[config.mk]
export PLATFORM = sky130hd
export DESIGN_NAME = psum_ofifo
export DESIGN_NICKNAME = d
export VERILOG_FILES = /design/src/rtl/psum_ofifo.sv
export SDC_FILE = /design/constraint.sdc
export NUM_CORES = 2
export LEC_CHECK = 0
export ABC_CLOCK_PERIOD_IN_PS = 47200
export BUFFER_PORTS_ARGS = -buffer_cell sky130_fd_sc_hd__buf_2
export CORE_MARGIN = 2
export CORE_UTILIZATION = 61
export CTS_CLUSTER_SIZE = 28
export DETAILED_ROUTE_END_ITERATION = 6
export PLACE_DENSITY = 0.78
export SLEW_MARGIN = 20
export SYNTH_ARGS = -nofsm -noshare
export SYNTH_HDL_FRONTEND = slang
export SYNTH_SLANG_ARGS = --single-unit
[constraint.sdc]
create_clock -name clk -period 47.2 [get_ports clk]
set_clock_uncertainty 0.2 [all_clocks]
set_input_delay 7.08 -clock clk [delete_from_list [all_inputs] [get_ports clk]]
set_output_delay 7.08 -clock clk [all_outputs]
set_load 0.02 [all_outputs]
[src/rtl/psum_ofifo.sv]
// psum_ofifo: per-column output FIFO between the MAC array and the SFU.
// Each column has its own circular buffer, so lanes can be written on a
// skewed diagonal schedule. All lanes pop together once every lane has data.
// The output is first-word fall-through.
// Optional feature: define PSUM_OFIFO_OVF_EN to add the sticky o_ovf flag.
// o_ovf sets on a dropped write or an ignored pop.
module psum_ofifo #(
    parameter int col     = 8,
    parameter int psum_bw = 16,
    parameter int depth   = 8
) (
    input  logic                   clk,
    input  logic                   reset,
    input  logic [col-1:0]         wr_i,
    input  logic [psum_bw*col-1:0] in,
    input  logic                   rd_i,
    output logic [psum_bw*col-1:0] out,
    output logic                   o_valid,
    output logic                   o_full,
    output logic                   o_ready
`ifdef PSUM_OFIFO_OVF_EN
    ,
    output logic                   o_ovf
`endif
);

    localparam int AW = $clog2(depth);
    localparam int PW = AW + 1;

    logic [psum_bw-1:0] mem_q  [col][depth];
    logic [PW-1:0]      wptr_q [col];
    logic [PW-1:0]      wptr_d [col];
    logic [PW-1:0]      rptr_q [col];
    logic [PW-1:0]      rptr_d [col];

    logic [col-1:0] lane_empty;
    logic [col-1:0] lane_full;
    logic [col-1:0] wr_en;
    logic           pop;

    // Per-lane status from pre-edge pointers; the extra MSB separates full from empty.
    always_comb begin
        lane_empty = '0;
        lane_full  = '0;
        wr_en      = '0;
        for (int c = 0; c < col; c++) begin
            lane_empty[c] = (wptr_q[c] == rptr_q[c]);
            lane_full[c]  = (wptr_q[c][AW-1:0] == rptr_q[c][AW-1:0]) &&
                            (wptr_q[c][AW] != rptr_q[c][AW]);
            wr_en[c]      = wr_i[c] & ~lane_full[c];
        end
    end

    assign o_valid = ~|lane_empty;
    assign o_full  = |lane_full;
    assign o_ready = ~o_full;
    assign pop     = rd_i & o_valid;

    // Next pointers: writes advance per lane, a pop advances every lane at once.
    always_comb begin
        for (int c = 0; c < col; c++) begin
            wptr_d[c] = wr_en[c] ? (wptr_q[c] + PW'(1)) : wptr_q[c];
            rptr_d[c] = pop      ? (rptr_q[c] + PW'(1)) : rptr_q[c];
        end
    end

    // Fall-through head: each lane's slot at its read pointer drives its column of out.
    always_comb begin
        out = '0;
        for (int c = 0; c < col; c++) begin
            out[c*psum_bw +: psum_bw] = mem_q[c][rptr_q[c][AW-1:0]];
        end
    end

    // Pointer and storage update.
    // Reset also clears storage, so out reads zero while reset is held.
    always_ff @(posedge clk or posedge reset) begin
        if (reset) begin
            for (int c = 0; c < col; c++) begin
                wptr_q[c] <= '0;
                rptr_q[c] <= '0;
                for (int d = 0; d < depth; d++) begin
                    mem_q[c][d] <= '0;
                end
            end
        end else begin
            for (int c = 0; c < col; c++) begin
                wptr_q[c] <= wptr_d[c];
                rptr_q[c] <= rptr_d[c];
                if (wr_en[c]) begin
                    mem_q[c][wptr_q[c][AW-1:0]] <= in[c*psum_bw +: psum_bw];
                end
            end
        end
    end

`ifdef PSUM_OFIFO_OVF_EN
    logic ovf_q;
    logic ovf_d;

    assign ovf_d = ovf_q | (|(wr_i & lane_full)) | (rd_i & ~o_valid);
    assign o_ovf = ovf_q;

    // Sticky overflow/underflow flag; only reset clears it.
    always_ff @(posedge clk or posedge reset) begin
        if (reset) begin
            ovf_q <= 1'b0;
        end else begin
            ovf_q <= ovf_d;
        end
    end
`endif

endmodule

# Word level (Yosys, flattened, before mapping)
# Index checks and enable logic that the tools add are counted.
# totals
regBits,1088
in_bits,139
out_inout_bits,131
wordCells,245
# op_classes
add_sub_neg,16
magnitude_cmp,24
n_eq_ne,24
n_mux,48
bitwise,34
reduce_logical,19
# ops
op,n
$bwmux W128,8
$bmux W16 S3,8
$demux W16 S3,8
$mux W16,24
$add A4 B1 Y4 const B,16
$ge A4 B4 Y1 const B,16
$not A3 Y4,16
$eq A4 B4 Y1,8
$lt A4 B1 Y1 const B,8
$eq A3 B3 Y1,8
$logic_and A1 B1 Y1,16
$reduce_or A8 Y1,2
$and A1 B1 Y1,9
$not A1 Y1,9
$ne A1 B1 Y1,8
$logic_not A1 Y1,1

# Depth between registers and ports, before layout
# logic_depth
depth_word,6
depth_mapped,8
mapped_depth_nobuf,5

# Worst setup path after synthesis
# Ideal clock, no wire load.
# synth_path
kind,flip-flop to output port
startpoint,register rptr_q[12] in the netlist's numbering
endpoint,output o_valid
t_arrival_ns,2.022
required_ns,39.920
setup_slack_ns,37.898
stages_incl_launch_ff,8
path_buffers,3
path_cell_list,dfrtp_1 buf_4 xor2_1 nor4b_1 or4_1 buf_2 buf_1 nor2_1
# synth_between
elab_chain_len,3
# synth_rtl
element,line_no,rtl
"start, declared",33,logic [PW-1:0] rptr_q [col];
"start signal, assigned by index",89,rptr_q[c] <= rptr_d[c];
$eq A4 B4 Y1,47,lane_empty[c] = (wptr_q[c] == rptr_q[c]);
$reduce_or A8 Y1,54,assign o_valid = ~|lane_empty;
$logic_not A1 Y1,54,
"end, declared",18,"output logic o_valid,"
# Every way passes these cells.

==> flow_summary.html <==
<table>
<tr><th>Metric</th><th>Value</th></tr>
<tr><th colspan="2">STA</th></tr>
<tr><td>Endpoints failing setup</td><td>0</td></tr>
<tr><td>Fmax</td><td>91.3 MHz</td></tr>
<tr><td>Total negative setup slack</td><td>0 ns</td></tr>
<tr><td>Worst slew slack as a fraction of its limit</td><td>0.210</td></tr>
<tr><td>Worst hold margin</td><td>0.286 ns</td></tr>
<tr><td>Number of hold violations in the final report</td><td>0</td></tr>
<tr><td>Pin slew with the least headroom to its limit</td><td>1.18 ns</td></tr>
<tr><td>Tmin final</td><td>10.96 ns</td></tr>
<tr><td>Final period utilization</td><td>0.232</td></tr>
<tr><td>Number of max-slew violations in the final report</td><td>0</td></tr>
<tr><td>Minimum setup slack in the final design</td><td>~36 ns</td></tr>
<tr><td>Unrepaired setup endpoints after global routing</td><td>false</td></tr>
<tr><th colspan="2">GRT</th></tr>
<tr><td>Most heavily used metal layer in global routing</td><td>met2</td></tr>
<tr><td>Global-route wire length before repair</td><td>173000 um</td></tr>
<tr><td>Total global routing overflow</td><td>0</td></tr>
<tr><td>Met3 Use GR</td><td>0.0527</td></tr>
<tr><td>Global-route met2 utilization</td><td>0.452</td></tr>
<tr><td>Via count of the first global-routing pass</td><td>30.2k</td></tr>
<tr><td>Global routing usage on met1</td><td>0.361</td></tr>
<tr><td>Antenna violations before repair</td><td>32</td></tr>
<tr><td>GRT Util Overall</td><td>0.271</td></tr>
<tr><td>Maximum number of pins on one net before global-route repair</td><td>140</td></tr>
<tr><th colspan="2">Drt</th></tr>
<tr><td>DRC viols</td><td>0</td></tr>
<tr><td>Post-detailed-route via-to-cell ratio</td><td>6.13</td></tr>
<tr><td>DRC marker count from the first detailed-route iteration</td><td>1477</td></tr>
<tr><td>Antenna Violating Nets Remaining</td><td>0</td></tr>
<tr><td>Routed length per placed instance</td><td>~25 um</td></tr>
<tr><td>Wire length after detailed routing</td><td>109000 um</td></tr>
<tr><td>Count of vias placed by the detailed router</td><td>~27k</td></tr>
<tr><td>DR pass1 iterations</td><td>5</td></tr>
<tr><th colspan="2">Place</th></tr>
<tr><td>GP Congestion</td><td>~0.77</td></tr>
<tr><td>Half-perimeter wire length after placement</td><td>67700 um</td></tr>
<tr><td>Placed Cells incl. Taps</td><td>4191</td></tr>
<tr><td>Count of input and output buffers</td><td>269</td></tr>
<tr><td>Setup Slack @ Placement</td><td>approximately 35 ns</td></tr>
<tr><th colspan="2">Worst setup path</th></tr>
<tr><td>Worst path arrival time</td><td>approximately 11 ns</td></tr>
<tr><td>Buffers and inverters on the worst path</td><td>6</td></tr>
<tr><td>Critical Path End Type</td><td>async pin</td></tr>
<tr><td>Top delay family on crit path</td><td>buffers and inverters</td></tr>
<tr><td>Worst setup path class</td><td>in2async</td></tr>
<tr><td>Element type at the critical path start</td><td>input pin</td></tr>
<tr><td>Reg2Reg Launch Point</td><td>rptr_q[10]$_DFFE_PP0P_</td></tr>
<tr><td>Highest cell delay on the worst timing path</td><td>around 0.87 ns</td></tr>
<tr><td>Required arrival time at the worst endpoint</td><td>about 48 ns</td></tr>
<tr><td>Crit path from</td><td>reset</td></tr>
<tr><td>Cell with the largest stage delay on the worst path</td><td>buf_4</td></tr>
<tr><td>Critical path cell sequence</td><td>buf_2 -&gt; inv_8 -&gt; buf_4 -&gt; buf_4 -&gt; buf_4 -&gt; buf_4</td></tr>
<tr><td>Most frequent cell on the critical path</td><td>buf_4</td></tr>
<tr><td>Maximum fanout along the worst path</td><td>139</td></tr>
<tr><th colspan="2">Yosys</th></tr>
<tr><td>Share of the yosys chip area belonging to registers</td><td>0.554</td></tr>
<tr><td>Mean post-synth cell area</td><td>16.6 sq um</td></tr>
<tr><td>Count of mapped cells out of synthesis</td><td>2970</td></tr>
<tr><td>Post-synth top flop</td><td>dfrtp_1</td></tr>
<tr><td>Register bit total from synthesis</td><td>1088</td></tr>
<tr><td>Netlist area before placement</td><td>49200 sq um</td></tr>
<tr><td>Synth top area share</td><td>0.554</td></tr>
<tr><td>Cell types with the highest counts after synthesis</td><td>mux2_2 (1163), dfrtp_1 (1088), mux4_2 (256)</td></tr>
<tr><td>Simple-gate portion of the synthesized area</td><td>0.0216</td></tr>
<tr><td>Count of unique library cells instantiated by Yosys</td><td>34</td></tr>
<tr><td>Area share of xor/xnor cells in the synthesized design</td><td>0.0144</td></tr>
<tr><td>Multiplexer fraction of the synthesized cell area</td><td>0.385</td></tr>
<tr><td>Main area contributors after synthesis</td><td>dfrtp_1 (55%), mux2_2 (27%), mux4_2 (12%)</td></tr>
<tr><td>Share of async-settable or async-resettable flops after synthesis</td><td>1.00</td></tr>
<tr><td>Complex-gate fraction of the synthesized area</td><td>0.00234</td></tr>
<tr><td>Most frequent cell after synthesis</td><td>mux2_2</td></tr>
<tr><td>Combinational family with the most area after synthesis</td><td>multiplexers</td></tr>
<tr><td>Post-synth top area cell</td><td>dfrtp_1</td></tr>
<tr><td>Number of enable flip-flop cells after synthesis</td><td>0</td></tr>
<tr><td>Net count of the mapped netlist</td><td>3125</td></tr>
<tr><td>Synth warnings</td><td>0</td></tr>
<tr><td>Adder-cell area share of the yosys netlist</td><td>0.00407</td></tr>
<tr><th colspan="2">Power</th></tr>
<tr><td>Power Density</td><td>about 82 nW/um^2</td></tr>
<tr><td>VDD IR max</td><td>0.0504 mV</td></tr>
<tr><td>Static Leak</td><td>0.0238 uW</td></tr>
<tr><th colspan="2">Die</th></tr>
<tr><td>Area of the placeable core</td><td>about 80000 sq um</td></tr>
<tr><td>Area of the die</td><td>82900 sq um</td></tr>
<tr><td>Chip Height</td><td>288 um</td></tr>
<tr><td>Starting density of the core</td><td>0.613</td></tr>
<tr><td>Die width</td><td>approximately 290 um</td></tr>
<tr><td>Core Rows</td><td>104</td></tr>
<tr><td>I/O Pins</td><td>270</td></tr>
<tr><th colspan="2">Cells and area</th></tr>
<tr><td>Area used by sequential logic in the layout</td><td>27200 sq um</td></tr>
<tr><td>Area of the multi-input gates</td><td>21100 sq um</td></tr>
<tr><td>Fillcell total</td><td>5244</td></tr>
<tr><td>Area added between synthesis and finish</td><td>12.7%</td></tr>
<tr><td>Core occupancy in the finished layout</td><td>0.691</td></tr>
<tr><td># nets final</td><td>roughly 3.4k</td></tr>
<tr><td>Share of post-route cells with drive strength above 1</td><td>0.594</td></tr>
<tr><td>Fin cells</td><td>4424</td></tr>
<tr><th colspan="2">Clock network</th></tr>
<tr><td>Clock-pin slew on the worst setup and hold paths</td><td>~0.060 ns</td></tr>
<tr><td>Depth of the CTS H-tree</td><td>3</td></tr>
<tr><td>Number of buffers created by CTS</td><td>111</td></tr>
<tr><td>Total of hold buffers inserted after clock tree synthesis</td><td>0</td></tr>
<tr><td>Number of instances resized during post-cts repair</td><td>0</td></tr>
<tr><td>CTS Sinks</td><td>1088</td></tr>
<tr><td>Number of post-CTS setup repair buffers</td><td>0</td></tr>
<tr><td>Later-pin clock latency in the skew report</td><td>0.67 ns</td></tr>
<tr><td>Clock tree from TritonCTS</td><td>done</td></tr>
<tr><td>Buffer levels on the longest clock path</td><td>3</td></tr>
<tr><td>Clock tree root driver cell</td><td>clkbuf_16</td></tr>
<tr><th colspan="2">Run</th></tr>
<tr><td>Max-Cap Viols</td><td>0</td></tr>
<tr><th colspan="2">Min path</th></tr>
<tr><td>Hold Path Class</td><td>reg2reg</td></tr>
<tr><td>Hold wc startpoint</td><td>rptr_q[7]$_DFFE_PP0P_</td></tr>
<tr><th colspan="2">Run status</th></tr>
<tr><td>Status</td><td>finished, final reports clean</td></tr>
</table>
-- where the power goes --
part           switching, uW  internal [uW]
registers                294           1410
clock network            362            512
logic                    908           1060
total                   1560           2980
-- sequential cells by signal, summed over array words and instances (netlist names) --
register / flops
rptr_q: 32
wptr_q: 32
mem_q: 1024
-- stage by stage --
step,total power [uW],area [sq um]
floorplan,3150,49200
global placement,3570,51500
detailed placement,3690,51500
CTS,4580,55200
global route,4800,55400
finish,4550,55400
-- final cells by class --
class | count | area share
Sequential cell | 1088 | 0.492
Tap cell | 1060 | 0.0239
Timing Repair Buffer | 343 | 0.0358
Clock inverter | 30 | 0.00614
Antenna cell | 16 | 0.000723
Inverter | 17 | 0.00129
Multi-Input combinational cell | 1692 | 0.380
Clock buffer | 178 | 0.0603
-- layout by cell type (no fill, tap or decap), types with 9 or more instances in the layout --
cell type and n:
mux4_2 256, buf_2 269, clkbuf_8 27, buf_4 60, dfrtp_2 10, nand3b_1 14
inv_1 16, nor3_1 16, nand2_1 34, diode_2 16, xor2_1 48, dfrtp_1 1078
clkbuf_16 113, mux2_2 1163, xnor2_1 20, ha_1 16, clkinv_2 18, nor2_1 31
clkbuf_1 38, nor3b_2 13, buf_6 9
-- worst reg2reg max path: cells and delay by family (launching register included) --
kind	cells	cell delay [ns]
simple gates	3	1.30
xor+xnor	1	0.36
buf+inv	2	0.67
flops	1	1.09
mux	1	0.37
-- cell families (layout without fill, tap and decap cells) --
family,after synthesis,in the layout
mux,1424,1424
simple gates,169,169
flops,1088,1088
compound gates,8,8
fa+ha+maj,16,16
other cells,0,16
buf+inv,190,568
xor+xnor,75,75
-- metal layers --
metal | vias to the layer above | routed length (um) | part of all wire
met4 | 20 | 2800 | 0.026
met3 | 196 | 5380 | 0.049
met2 | 540 | 55900 | 0.51
met5 | - | 124 | 0.0011
met1 | 14700 | 45000 | 0.41
li1 | 11700 | - | -
-- path summary, 6_finish.rpt --
check | endpoint | depth (start not counted) | slack [ns]
hold reg to reg | rptr_q[7]$_DFFE_PP0P_ | 1 | 0.29
min in group asynchronous | mem_q[218]$_DFFE_PP0P_ | 2 | 6.41
setup reg to reg | rptr_q[25]$_DFFE_PP0P_ | 7 | 43.07
setup / recovery | rptr_q[8]$_DFFE_PP0P_ | 6 | 36.24
hold / removal | rptr_q[7]$_DFFE_PP0P_ | 1 | 0.29
max in group clk | o_valid | 5 | 36.30
Power figures use the tool's default switching activity.
